File: config.mk
export PLATFORM = sky130hd
export DESIGN_NAME = paritysel_pingpong_feeder
export DESIGN_NICKNAME = d
export VERILOG_FILES = /design/src/rtl/paritysel_pkg.sv /design/src/rtl/paritysel_bank.sv /design/src/rtl/paritysel_pingpong_feeder.sv
export SDC_FILE = /design/constraint.sdc
export NUM_CORES = 1
export LEC_CHECK = 0
export ABC_CLOCK_PERIOD_IN_PS = 4200
export CAP_MARGIN = 10
export CORE_MARGIN = 4
export CORE_UTILIZATION = 46
export CTS_CLUSTER_SIZE = 16
export DETAILED_ROUTE_END_ITERATION = 8
export MAX_ROUTING_LAYER = met4
export PLACE_DENSITY = 0.85
export REMOVE_ABC_BUFFERS = 1
export SETUP_SLACK_MARGIN = 0.5
export SYNTH_ARGS = -nofsm -noshare
export SYNTH_HDL_FRONTEND = slang
export SYNTH_SLANG_ARGS = --single-unit
export TNS_END_PERCENT = 100
File: constraint.sdc
create_clock -name clk -period 4.2 [get_ports clk]
set_clock_uncertainty 0.15 [all_clocks]
set_input_delay 0.63 -clock clk [delete_from_list [all_inputs] [get_ports clk]]
set_output_delay 0.63 -clock clk [all_outputs]
set_load 0.03 [all_outputs]
File: src/rtl/paritysel_pkg.sv
// Shared constants and types for the parity-select mux and its feeder.
// Bank parity mapping and counter widths live here.
package paritysel_pkg;

    localparam int SEL_W = 4;
    localparam int OCC_W = 2;

    localparam logic BANK_A = 1'b0;
    localparam logic BANK_B = 1'b1;

    typedef logic [SEL_W-1:0] cnt_t;

endpackage

File: src/rtl/paritysel_bank.sv
// One ping-pong bank: data register plus full flag.
// clr empties the bank but keeps the stored word.
module paritysel_bank
    import paritysel_pkg::*;
#(
    parameter int WIDTH = 8
) (
    input  logic             clk,
    input  logic             rst_n,
    input  logic             clr,
    input  logic             wr_en,
    input  logic             rd_en,
    input  logic [WIDTH-1:0] d,
    output logic [WIDTH-1:0] q,
    output logic             full
);

    always_ff @(posedge clk or negedge rst_n) begin
        if (!rst_n) begin
            q    <= '0;
            full <= 1'b0;
        end else if (clr) begin
            full <= 1'b0;
        end else if (wr_en) begin
            q    <= d;
            full <= 1'b1;
        end else if (rd_en) begin
            full <= 1'b0;
        end
    end

endmodule

File: src/rtl/paritysel_pingpong_feeder.sv
// Feeds the parity-select mux: even words to bank A, odd to bank B.
// sel tracks the oldest unread word; wr_cnt tracks the next slot.
module paritysel_pingpong_feeder
    import paritysel_pkg::*;
#(
    parameter  int WIDTH   = 8,
    localparam int T_WIDTH = WIDTH - 1
) (
    input  logic             clk,
    input  logic             rst_n,
    input  logic             flush,
    input  logic             in_valid,
    output logic             in_ready,
    input  logic [T_WIDTH:0] in_data,
    output logic [SEL_W-1:0] sel,
    output logic [T_WIDTH:0] data_a,
    output logic [T_WIDTH:0] data_b,
    output logic             out_valid,
    input  logic             out_ready,
    output logic [OCC_W-1:0] occupancy
);

    cnt_t       wr_cnt;
    logic       full_a;
    logic       full_b;
    logic [1:0] full;
    logic       wr_fire;
    logic       rd_fire;
    logic       wr_a;
    logic       wr_b;
    logic       rd_a;
    logic       rd_b;

    assign full = {full_b, full_a};

    // Both handshake flags come from registers only.
    assign in_ready  = !full[wr_cnt[0]];
    assign out_valid = full[sel[0]];
    assign occupancy = OCC_W'(full_a) + OCC_W'(full_b);

    assign wr_fire = in_valid && in_ready;
    assign rd_fire = out_valid && out_ready;

    assign wr_a = wr_fire && (wr_cnt[0] == BANK_A);
    assign wr_b = wr_fire && (wr_cnt[0] == BANK_B);
    assign rd_a = rd_fire && (sel[0] == BANK_A);
    assign rd_b = rd_fire && (sel[0] == BANK_B);

    always_ff @(posedge clk or negedge rst_n) begin
        if (!rst_n) begin
            wr_cnt <= '0;
            sel    <= '0;
        end else if (flush) begin
            wr_cnt <= '0;
            sel    <= '0;
        end else begin
            if (wr_fire) wr_cnt <= wr_cnt + 1'b1;
            if (rd_fire) sel    <= sel + 1'b1;
        end
    end

    paritysel_bank #(.WIDTH(WIDTH)) u_bank_a (
        .clk   (clk),
        .rst_n (rst_n),
        .clr   (flush),
        .wr_en (wr_a),
        .rd_en (rd_a),
        .d     (in_data),
        .q     (data_a),
        .full  (full_a)
    );

    paritysel_bank #(.WIDTH(WIDTH)) u_bank_b (
        .clk   (clk),
        .rst_n (rst_n),
        .clr   (flush),
        .wr_en (wr_b),
        .rd_en (rd_b),
        .d     (in_data),
        .q     (data_b),
        .full  (full_b)
    );

endmodule
# Word-level counts from Yosys, hierarchy flattened
# Cells that the tools add are included.
[classes]
n_mux = 14
reduce_logical = 13
order_cmp = 2
add_sub_neg = 3
n_bitwise = 3
[ops]
columns = ["op", "n"]
rows = [
  ["4-bit 2-to-1 mux", 4],
  ["1-bit 2-to-1 mux", 10],
  ["4-bit by 1-bit adder with 4-bit output (second input constant)", 2],
  ["1-bit logical AND", 6],
  ["3-bit nonzero test", 2],
  ["1-bit by 2-bit < comparator with 1-bit output (second input constant)", 2],
  ["2-bit AND reduction", 2],
  ["2-bit nonzero test", 2],
  ["1-bit inverter", 3],
  ["1-bit by 1-bit adder with 2-bit output", 1],
  ["1-bit zero test", 1],
]
[totals]
reg_bits = 26
wordCells = 41

# Depth between registers and ports, before layout
# Gate-level depths: netlist of the first run.
[depth]
depth_word = 7
depth_mapped = 4
mapped_depth_nobuf = 4

# Cells and area by module
# Synthesis of the first run repeated with hierarchy kept, for this count alone.
[unflattened]
hier_cells = 74
hier_area_um2 = 1063.5
[by_module_without_submodules]
columns = ["module", "instances", "area_each_um2", "seq_area_each_um2", "cells_each"]
rows = [
  ["paritysel_bank", 2, 385.4, 225.2, 22],
  ["paritysel_pingpong_feeder", 1, 292.8, 125.1, 30],
]

# Least setup slack after synthesis of the first run
# Ideal clock, no wire load.
[synth_timing]
path_kind = "register to output"
from = "register sel[0]"
to = "output out_valid"
path_stages_with_launch = 3
path_slack_ns = 2.321
arrival_time_ns = 1.099
cell_sequence = "dfrtp_1 mux2i_1 inv_1"
[synth_between]
elab_chain_cells = 2
[synth_lines]
columns = ["item", "line_no", "rtl"]
rows = [
  ["from (decl)", "paritysel_pingpong_feeder.sv:15", "output logic [SEL_W-1:0] sel,"],
  ["from (signal assigned)", "paritysel_pingpong_feeder.sv:58", "if (rd_fire) sel <= sel + 1'b1;"],
  ["1-bit 2-to-1 mux (implied by the code) (2 in a row)", "paritysel_pingpong_feeder.sv:38", "assign out_valid = full[sel[0]];"],
  ["to (decl)", "paritysel_pingpong_feeder.sv:18", "output logic out_valid,"],
]
# No other way between the ends. The select of a mux whose other input is x is not followed.

# Worst setup path after layout of the first run
# Same ends and word-level chain as after synthesis.

==> metrics.txt, run 1 <==
status=finished clean; Max Slew Vio Count=0; H-tree levels=1; clk slew on worst S/H paths=about 0.12 ns; Cell Rows=16; area of the mapped netlist=993 µm²; vias per inst=around 5.2; share of layout cells above drive strength 1=0.216; Routed WL=2060 µm; dpl hpwl=1630 µm; Max Cap Viol=0; R2R depth=2; Crit path max-delay family=buffers and inverters; Overall Power=slightly below 0.0007 W; Starting Density=0.496; Cells after Synth=72; # IOs=37; min-delay src=u_bank_b.q[5]; largest net degree at the start of global routing=24; placed inst area=between 1000 and 1500 µm²; crit path launch type=flop; WHS Endpoint=u_bank_b.q[5]; critical path cell sequence=mux2i_1, inv_1, clkdlybuf4s50_1; Worst R2R Setup Slack=about 2.4 ns; slowest stage cell on the critical path=clkdlybuf4s50_1; Max Root-Sink Buffers=2; Worst Max-Slew Pin Slew=0.973 ns; Antenna Nets Post-Route=0; commonest cells after routing, fill and taps aside=clkdlybuf4s50_1 (36), dfrtp_1 (23), mux2_2 (16); hold_buf cts=0; Worst Path Arrival=1.88 ns; Clock Tree Root=clkbuf_4; worst path required time=3.42 ns; Final Hold Viols=0; Yosys cell types=20; sequential share of the synthesized area=0.579; RSZ-0062 raised after global routing=false; CTS buffer count=3; Initial DRT Pass Iterations=4; Setup-failing EPs final=0; Setup Crit Path Kind=reg2out; fillers=149; routed wire length per instance=14.9 µm; drt drc=0; Max stage delay on crit path=0.60 ns; CTS tree=yes; PortBufs=36; design area=1400 µm²; RD Place Congestion=0.750; commonest non-fill, non-tap cell in the layout=clkdlybuf4s50_1; Die H=54.5 µm; CP Launch Point=sel[0]; CTS resizes=0; number of global-route vias before repair=696; period utilisation layout=0.634; maximum clock rate=around 380 MHz; Crit Path Max Fanout=7; ANT cells=0; Yosys reg bits=23; Ys Warns=0; via count=about 700; class of the worst hold path=reg2reg; LEAKAGE=0.585 nW; final global-route overflow total=0; minimum clock period=2.66 ns; Mean Syn Cell Area=~14 µm²; crit end category=primary output; global-route wire length before repair=3270 µm; initial antenna violation count=0; worst flop-to-flop path startpoint=u_bank_a.full; Max IR drop VDD=433 µV; CTS sink cnt=23; NumNets Final=127; Area growth syn-to-layout=41.3%; clk_lat worst skew=approximately 0.31 ns; post-CTS setup repair buffer count=0; Total GRT Usage=0.165; Die X-Extent=about 54 µm; CP bufs+invs=2; Slew HR=0.350; Die ar.=2970 µm²; setup TNS=0 ns; CORE AREA=2000 µm²; PD cells=495 nW/µm²; worst flop-to-flop path endpoint=u_bank_a.q[5]; hold path cells=1; DR iter-0 viols=6
## logic make-up after synthesis
group / share of synthesized area
simple gates: 0.103
mux: 0.202
flops: 0.579
buf+inv: 0.0264
fa+ha+maj: 0.0252
compound gates: 0.0642
## flip-flops by register name, indices dropped and copies added, names as in the netlist
name and cells:
sel 4, u_bank_b.full 1, u_bank_b.q 8, u_bank_a.full 1, u_bank_a.q 8, wr_cnt 1
## synthesized netlist by cell type (all sizes together)
library cell  number  area [µm²]
o21bai             1        7.51
nor4               1        21.3
nand3b             1        7.51
nor4b              1        23.8
nor2               1        3.75
nand2              4        15.0
mux2              16         180
a31o               1        8.76
a21oi              4        20.0
dfrtp             23         576
buf                1        11.3
a22oi              1        7.51
nand3              1        5.00
or3                3        20.0
o21ai              4        20.0
nor2b              1        6.26
ha                 2        25.0
inv                4        15.0
mux2i              2        20.0
## worst max path at each step
| stage | endpoint | slack, ns | cells after the start |
|---|---|---|---|
| floorplan | out_valid | 2.32 | 2 |
| global placement | u_bank_b.q[2] | 1.65 | 3 |
| detailed placement | u_bank_b.q[6] | 1.62 | 3 |
| CTS | out_valid | 1.54 | 3 |
| global route | out_valid | 1.44 | 3 |
| finish | out_valid | 1.54 | 3 |
## worst register-to-register path, stage by stage, from the launching register on
cell and delay [ns]:
dfrtp_1 0.49, nor4_4 0.62, mux2_2 0.41
## stage by stage
stage | std cells | util | hold WS, ns | worst slack, ns
2_1_floorplan | 71 | - | 0.184 | 2.32
3_3_place_gp | 134 | 0.688 | 0.339 | 1.65
3_5_place_dp | 134 | 0.688 | 0.345 | 1.62
4_1_cts | 138 | 0.701 | 0.374 | 1.54
5_1_grt | 138 | 0.701 | 0.389 | 1.44
6_report | 138 | 0.701 | 0.369 | 1.54
## power by group
group	internal, W	switching [W]	total (W)
logic	0.000137	0.000157	0.000294
clock network	0.0000356	0.0000647	0.000100
registers	0.000270	0.0000302	0.000300
## final cells by class
class,count,area [µm²],area share
clock buffers,3,22.5,0.0160
clock inverters,1,5.00,0.00357
inverters,4,15.0,0.0107
multi-input cells,44,392,0.279
flip-flops and latches,23,576,0.410
well taps,27,33.8,0.0241
repair buffers,36,360,0.257
## per-layer routing
layer	vias to the layer above	track usage	routed length, µm
li1	339	-	-
met1	357	0.187	837
met2	18	0.281	1100
met3	4	0.0327	77
met4	0	0.0747	42
met5	-	-	0
No activity file was read; power rests on OpenSTA's default activity.
==> run 2: changes to the inputs <==
- ABC_CLOCK_PERIOD_IN_PS: 4200 -> 2600
- CORE_UTILIZATION: 46 -> 43
- PLACE_DENSITY: 0.85 -> 0.8
- clock period: 4.2 -> 2.6 ns (I/O delays scaled with it)
==> metrics.txt, run 2 (synthesized netlist as in run 1, its figures left out) <==
R2R depth=3; Worst Path Arrival=1.47 ns; Pint=0.000718 W; Slew HR=0.723; Cell Rows=17; clk slew on worst S/H paths=0.12 ns; Max stage delay on crit path=approximately 0.49 ns; crit end category=primary output; final global-route overflow total=0; CTS buffer count=3; initial antenna violation count=0; CTS tree=yes; Setup Crit Path Kind=reg2out; Die X-Extent=56.1 µm; via count=734; NumNets Final=130; Final Hold Viols=0; Sw Pwr=0.000400 W; H-tree levels=1; drt drc=0; maximum clock rate=498 MHz; ANT cells=0; design area=1430 µm²; dpl hpwl=approximately 1500 µm; Antenna Nets Post-Route=0; Routed WL=2060 µm; CORE AREA=around 2200 µm²; commonest cells after routing, fill and taps aside=clkdlybuf4s50_1 (32), dfrtp_1 (20), mux2_2 (16); DR iter-0 viols=11; Worst Max-Slew Pin Slew=0.415 ns; Area growth syn-to-layout=44.2%; Max Root-Sink Buffers=2; minimum clock period=2.01 ns; status=finished clean; number of global-route vias before repair=about 780; Max Slew Vio Count=0; Clock Tree Root=clkbuf_4; vias per inst=5.17; slowest stage cell on the critical path=dfrtp_2; share of layout cells above drive strength 1=0.263; # IOs=37; routed wire length per instance=14.5 µm; PortBufs=36; Setup-failing EPs final=0; critical path cell sequence=ha_1, dlygate4sd2_1; logic gate share of total power=0.422; Largest regs=u_bank_a.q: 8 flops, u_bank_b.q: 8 flops, sel: 4 flops; Finished Core Util=0.648; Die H=56.1 µm; Starting Density=0.449; commonest non-fill, non-tap cell in the layout=clkdlybuf4s50_1; LEAKAGE=0.616 nW; global-route wire length before repair=3500 µm; setup TNS=0 ns; post-CTS setup repair buffer count=0; RD Place Congestion=0.710; clock power share=0.142; RSZ-0062 raised after global routing=false; Crit Path Max Fanout=7; Sw Share=0.358; Max IR drop VDD=687 µV; hold_buf cts=0; placed inst area=roughly 1400 µm²; PD cells=781 nW/µm²; crit path launch type=flop; Initial DRT Pass Iterations=4; clk_lat worst skew=0.30 ns; Max Cap Viol=0; worst path required time=2.06 ns; period utilisation layout=0.772; Die ar.=3140 µm²; Total GRT Usage=0.144; fillers=between 150 and 200; class of the worst hold path=in2async; CTS sink cnt=23; register share of total power=0.436; largest net degree at the start of global routing=24
==> run 2: cell count changes in the layout (fill, tap and decap cells not counted), moves of 3 or more <==
| cell | previous run | this run |
|---|---|---|
| dlygate4sd2_1 | 0 | 3 |
| buf_4 | 0 | 3 |
| dfrtp_2 | 0 | 3 |
| dfrtp_1 | 23 | 20 |
| clkdlybuf4s50_1 | 36 | 32 |
==> run 2: metal layers <==
layer,vias to the layer above,part of all wire,track usage,routed length [µm]
li1,340,-,-,-
met1,368,0.43,0.166,886
met2,24,0.50,0.239,1020
met3,2,0.066,0.0418,136
met4,0,0.0058,0.0508,12
met5,-,0,-,0
==> run 2: layout make-up <==
class	instances	area (µm²)	area share
clock buffer	4	26.3	0.0183
inverter	4	15.0	0.0105
multi-input combinational	44	395	0.276
sequential	23	579	0.404
tap	28	35.0	0.0245
timing repair buffer	39	382	0.266
==> run 2: worst max-delay path: cells and delay by family (launching register included) <==
family / cells / cell delay, ns
DFF: 1 / 0.49
buffers and inverters: 1 / 0.39
adders and majority gates: 1 / 0.29
==> run 2: final timing paths <==
kind / from / endpoint / slack (ns)
setup / recovery: u_bank_a.full / occupancy[0] / 0.59
hold / removal: rst_n / sel[1] / 0.28
setup reg to reg: u_bank_b.full / u_bank_b.q[7] / 1.01
hold reg to reg: u_bank_a.q[3] / u_bank_a.q[3] / 0.37
max in group asynchronous: rst_n / u_bank_b.full / 1.77
min in group clk: u_bank_a.q[3] / u_bank_a.q[3] / 0.37
==> run 2: what timing repair did <==
item                                    CTS  global route
gates cloned                              0             0
endpoints found under the setup margin    4             2
resized for setup                         6             2
==> run 2: metrics by stage <==
step	setup WS (ns)	hold WS, ns	power [W]	std cells
4_1_cts	0.275	0.278	0.00114	142
3_3_place_gp	0.475	0.338	0.000963	138
3_5_place_dp	0.433	0.348	0.000974	138
5_1_grt	0.542	0.295	0.00118	142
2_1_floorplan	0.961	-0.0556	0.000749	71
6_report	0.594	0.283	0.00112	142
==> run 2: power by group through the flow <==
stage / clock network [W] / registers [W] / logic [W]
2_1_floorplan: 0 / 0.000642 / 0.000107
3_3_place_gp: 0 / 0.000490 / 0.000473
3_5_place_dp: 0 / 0.000492 / 0.000481
4_1_cts: 0.000167 / 0.000488 / 0.000480
5_1_grt: 0.000183 / 0.000499 / 0.000500
6_report: 0.000159 / 0.000488 / 0.000472
